File: src/rtl/clk_gen_pkg.sv
// clk_gen_pkg: FSM state encoding and minimum legal divisor shared by the clk_phase_gen slice
package clk_gen_pkg;
    typedef enum logic [1:0] {IDLE, LOCKING, LOCKED} state_t;
    function automatic int min_div(input int phases);
        return (phases > 2) ? phases : 2;
    endfunction
endpackage

File: src/rtl/clk_lock_ctr.sv
// clk_lock_ctr: counts event pulses and flags the LOCK_PERIODS-th one since the last start
module clk_lock_ctr #(
    parameter int LOCK_PERIODS = 8
) (
    input  logic clock_i,
    input  logic reset_ni,
    input  logic i_start,
    input  logic i_event,
    output logic o_done
);
    localparam int CW = $clog2(LOCK_PERIODS + 1);
    logic [CW-1:0] r_cnt;
    assign o_done = i_event && (r_cnt == CW'(LOCK_PERIODS - 1));
    always_ff @(posedge clock_i or negedge reset_ni) begin
        if (!reset_ni) r_cnt <= '0;
        else if (i_start || o_done) r_cnt <= '0;
        else if (i_event) r_cnt <= r_cnt + CW'(1);
    end
endmodule

File: src/rtl/clk_phase_gen.sv
// clk_phase_gen: programmable divider producing phase strobes, period strobe, square wave and lock
module clk_phase_gen
    import clk_gen_pkg::*;
#(
    parameter int DIV_W        = 8,
    parameter int PHASES       = 4,
    parameter int DIV_INIT     = 4,
    parameter int LOCK_PERIODS = 8
) (
    input  logic              clock_i,
    input  logic              reset_ni,
    input  logic              div_req_i,
    input  logic [DIV_W-1:0]  div_val_i,
    output logic              div_ack_o,
    output logic              div_err_o,
    output logic [PHASES-1:0] phase_en_o,
    output logic              div_en_o,
    output logic              clk_div_o,
    output logic              locked_o
);
    localparam int PW = DIV_W + 3;
    localparam logic [DIV_W-1:0] MIN_DIV = DIV_W'(min_div(PHASES));
    state_t r_state, w_state_nxt;
    logic [DIV_W-1:0] r_cnt, r_div, w_cnt_nxt, w_div_nxt;
    logic [DIV_W:0] w_half;
    logic r_ack, r_err, r_busy, r_clk_div;
    logic w_seen, w_accept, w_wrap, w_done;
    // r_busy stays set until the requester drops div_req_i, so a held request acks once
    assign w_seen    = div_req_i && !r_ack && !r_busy;
    assign w_accept  = w_seen && (div_val_i >= MIN_DIV);
    assign w_wrap    = r_cnt == r_div - DIV_W'(1);
    assign w_cnt_nxt = (w_accept || w_wrap) ? '0 : r_cnt + DIV_W'(1);
    assign w_div_nxt = w_accept ? div_val_i : r_div;
    assign w_half    = ({1'b0, w_div_nxt} + (DIV_W+1)'(1)) >> 1;
    clk_lock_ctr #(.LOCK_PERIODS(LOCK_PERIODS)) u_lock (
        .clock_i  (clock_i),
        .reset_ni (reset_ni),
        .i_start  (w_accept),
        .i_event  (w_wrap && r_state == LOCKING),
        .o_done   (w_done)
    );
    always_comb begin
        w_state_nxt = r_state;
        if (r_state == IDLE || w_accept) w_state_nxt = LOCKING;
        else if (r_state == LOCKING && w_done) w_state_nxt = LOCKED;
    end
    always_ff @(posedge clock_i or negedge reset_ni) begin
        if (!reset_ni) r_state <= IDLE;
        else r_state <= w_state_nxt;
    end
    always_ff @(posedge clock_i or negedge reset_ni) begin
        if (!reset_ni) begin
            r_cnt     <= '0;
            r_div     <= DIV_W'(DIV_INIT);
            r_ack     <= 1'b0;
            r_err     <= 1'b0;
            r_busy    <= 1'b1;
            r_clk_div <= 1'b0;
        end else begin
            r_cnt     <= w_cnt_nxt;
            r_div     <= w_div_nxt;
            r_ack     <= w_seen;
            r_err     <= w_seen && !w_accept;
            r_busy    <= div_req_i && (r_busy || w_seen);
            r_clk_div <= {1'b0, w_cnt_nxt} < w_half;
        end
    end
    assign div_ack_o = r_ack;
    assign div_err_o = r_err;
    assign clk_div_o = r_clk_div;
    assign locked_o  = r_state == LOCKED;
    assign div_en_o  = locked_o && w_wrap;
    for (genvar k = 0; k < PHASES; k++) begin : g_ph
        logic [PW-1:0] w_pos;
        assign w_pos = (PW'(k) * {3'b000, r_div}) / PW'(PHASES);
        assign phase_en_o[k] = locked_o && ({3'b000, r_cnt} == w_pos);
    end
endmodule

File: config.mk
export PLATFORM = sky130hd
export DESIGN_NAME = clk_phase_gen
export DESIGN_NICKNAME = d
export VERILOG_FILES = /design/src/rtl/clk_gen_pkg.sv /design/src/rtl/clk_lock_ctr.sv /design/src/rtl/clk_phase_gen.sv
export SDC_FILE = /design/constraint.sdc
export NUM_CORES = 1
export LEC_CHECK = 0
export ABC_CLOCK_PERIOD_IN_PS = 8400
export CORE_UTILIZATION = 54
export DETAILED_ROUTE_END_ITERATION = 7
export PLACE_DENSITY = 0.75
export RECOVER_POWER = 25
export SLEW_MARGIN = 20
export SYNTH_ARGS = -nofsm -noshare
export SYNTH_HDL_FRONTEND = slang
export SYNTH_SLANG_ARGS = --single-unit
File: constraint.sdc
create_clock -name clock_i -period 8.4 [get_ports clock_i]
set_clock_uncertainty 0.15 [all_clocks]
set_input_delay 1.68 -clock clock_i [delete_from_list [all_inputs] [get_ports clock_i]]
set_output_delay 1.68 -clock clock_i [all_outputs]
set_load 0.005 [all_outputs]
==> qor.txt <==
Die height: 69.56 um
# setup viols final: 0
Layout cells sized above 1: 5.172%
Post-synth top area share: 24.37%
Met2 usage: 39.91%
DR WL/cell: 15.85 um
Num CTS Buffers: 3
Crit Reg-Reg Startpoint: div_ack_o
Worst R2R Path Depth: 14
Via Count: 1981
Critical path's largest stage delay: 0.67 ns
Max cap viols: 0
Gpl congestion: 0.8904
Core area: 4384 um2
Clock slew at reported path FFs: 0.09 ns
Max-slew violations: 0
Cts hold-fix bufs: 0
Crit Path Class: reg2out
Syn_area_per_cell: 8.835 um2
CP cell instances: inv_1 > ha_1 > nor2b_1 > o21ai_0 > nand2b_1 > a211oi_1 > mux2_2 > nor4_1 > clkdlybuf4s50_1
Mapped Area: 2465 um2
Hold path endpoint: r_busy
DP HPWL: 4112 um
Tcrit/Tclk final: 60.97%
Number of H-tree levels: 1
R2R Path End: clk_div_o
Pleak: 0.001183 uW
Post_cts resized: 0
Vias per cell: 5.792
RSZ-0062 raised after global routing: no
Synth warn: 0
Initial antenna violation count: 0
Overall routing resource usage: 24.78%
Ys async rst share: 100.0%
Peak VDD IR: 0.1194 mV
Status: complete, no violations
Initial core utilization: 56.22%
Busiest layer in global routing: met2
Setup bufs post-CTS: 0
CP Capture Type: output port
Die area: 4839 um2
Number of flops mapped to enable cells by yosys: 0
IO Port Bufs: 19
WP data required: 6.57 ns
First-pass GRT wire length: 9508 um
Min Clock Period, post-route: 5.122 ns
Register area share after synthesis: 26.50%
I/O pin count: 20
Total Power: 599.3 uW
Slew @ Worst Pin: 1.388 ns
TritonCTS clock tree: yes
Vias in the first global route: 1942
P per Cell Area: 221.5 nW/um2
DRT iter0 DRCs: 106
Clock root cell: clkbuf_8
Flops & latches, synth: 26
Remaining Overflow, GRT: 0
Area grow syn2layout: 9.746%
Clock sink count: 26
Leading area contributor after synthesis: dfrtp_1
Worst Hold Launch: div_ack_o
Setup TNS: 0 ns
Slew headroom: 7.444%
Largest net degree at the start of global routing: 27
Routed WL: 5422 um
WHS: 0.3139 ns
Crit Path Max Fanout: 8
Top_reg_cell synth: dfrtp_1
CP arrival: 3.29 ns
HP Class: reg2reg
Worst hold stages: 1
Row cnt: 24
Remaining DRCs: 0
Inserted Diodes: 0
Net total in the final layout: 330
Met3 Use GR: 2.326%
Syn Nets: 318
Slowest-stage cell, CP: dfstp_2
Gate Count Post-Synth: 279
Fmax: 195.3 MHz
TritonRoute pass-1 iters: 4
Distinct cells, synth: 45
Synth area leaders: dfrtp_1, ha_1, xnor2_1
Die width: 69.56 um
Clock Path Buffers: 2
Final antenna-violating net count: 0
Met1 Use GR: 35.03%
Hold Fails Final Rpt: 0
Startpoint class of the critical path: register
R2r setup slk: 4.74 ns
Clk_lat worst skew: 0.27 ns
==> critical path, delay by kind of cell (launching register included) <==
family,cells,cell delay [ns]
buf+inv,2,0.67
flops,1,0.67
mux,1,0.36
fa+ha+maj,1,0.35
compound gates,2,0.45
simple gates,3,0.51
==> synth_stat cells, types with 5 or more instances <==
library cell and instances:
o21ai_0 17, inv_1 17, xnor2_1 29, xor2_1 20
nand2_1 18, ha_1 27, nand3_1 16, dfrtp_1 24
nor2_1 16, mux2i_1 5, a21oi_1 11, nand4_1 9
==> power by group <==
group	total, uW	switching, uW	internal [uW]
registers	201	56.1	145
clock network	102	38.4	63.8
logic	296	152	143
==> metal layers <==
layer,vias to the layer above,part of all wire [%]
li1,981,-
met1,952,49
met2,37,46
met3,11,3.0
met4,0,2.2
met5,-,0
==> sequential cells by signal (all words and copies together) (netlist names) <==
name,flops
r_busy,1
r_div,8
r_state,2
clk_div_o,1
u_lock.r_cnt,4
div_err_o,1
r_cnt,8
div_ack_o,1
==> area by class of cell <==
cell class / count / area, um2
flip-flops and latches: 26 / 653.1
multi-input cells: 222 / 1654
repair buffers: 20 / 193.9
clock inverters: 1 / 30.03
clock buffers: 3 / 41.29
fillers: 371 / 1679
inverters: 18 / 67.56
well taps: 52 / 65.06
==> kinds of logic (layout without fill, tap and decap cells) <==
group | Yosys count | after routing | synth area share (%)
simple gates | 95 | 95 | 21.42
xor+xnor | 51 | 51 | 18.73
compound gates | 42 | 42 | 9.949
buf+inv | 31 | 42 | 6.395
fa+ha+maj | 28 | 28 | 14.52
flops | 26 | 26 | 26.50
mux | 6 | 6 | 2.487
==> placed cells by master, fill, tap and decap left out, drive strengths merged, types with 2 or more instances in the layout <==
cell type	n
dfstp	2
clkbuf	4
mux2i	5
nand3	16
xnor2	30
nor2b	3
nor4	4
inv	17
a21boi	3
nand2b	3
dfrtp	24
or3	3
o22ai	3
o21ai	17
or4	3
or2	2
clkdlybuf4s50	18
a21oi	11
and3	5
xor2	21
nand3b	4
nand4	10
a21o	3
nor3	6
nor2	16
ha	27
nand2	18
==> worst max-delay path by stage <==
stage / startpoint / end / slack [ns]
after floorplan: div_req_i / clk_div_o / 3.95
after global placement: div_req_i / clk_div_o / 3.16
after CTS: r_div[2] / phase_en_o[3] / 3.29
after global routing: div_req_i / clk_div_o / 2.90
after detailed placement: div_req_i / clk_div_o / 3.04
final: r_div[2] / phase_en_o[3] / 3.28
==> through the flow <==
step	std cells	util [%]	area [um2]	worst slack, ns
after floorplan	279	-	2465	3.949
after global placement	338	60.16	2638	3.159
after detailed placement	338	60.16	2638	3.035
after CTS	342	61.79	2709	3.294
after global routing	342	61.70	2705	2.904
final	342	61.70	2705	3.278
(Power assumes the default switching activity.)
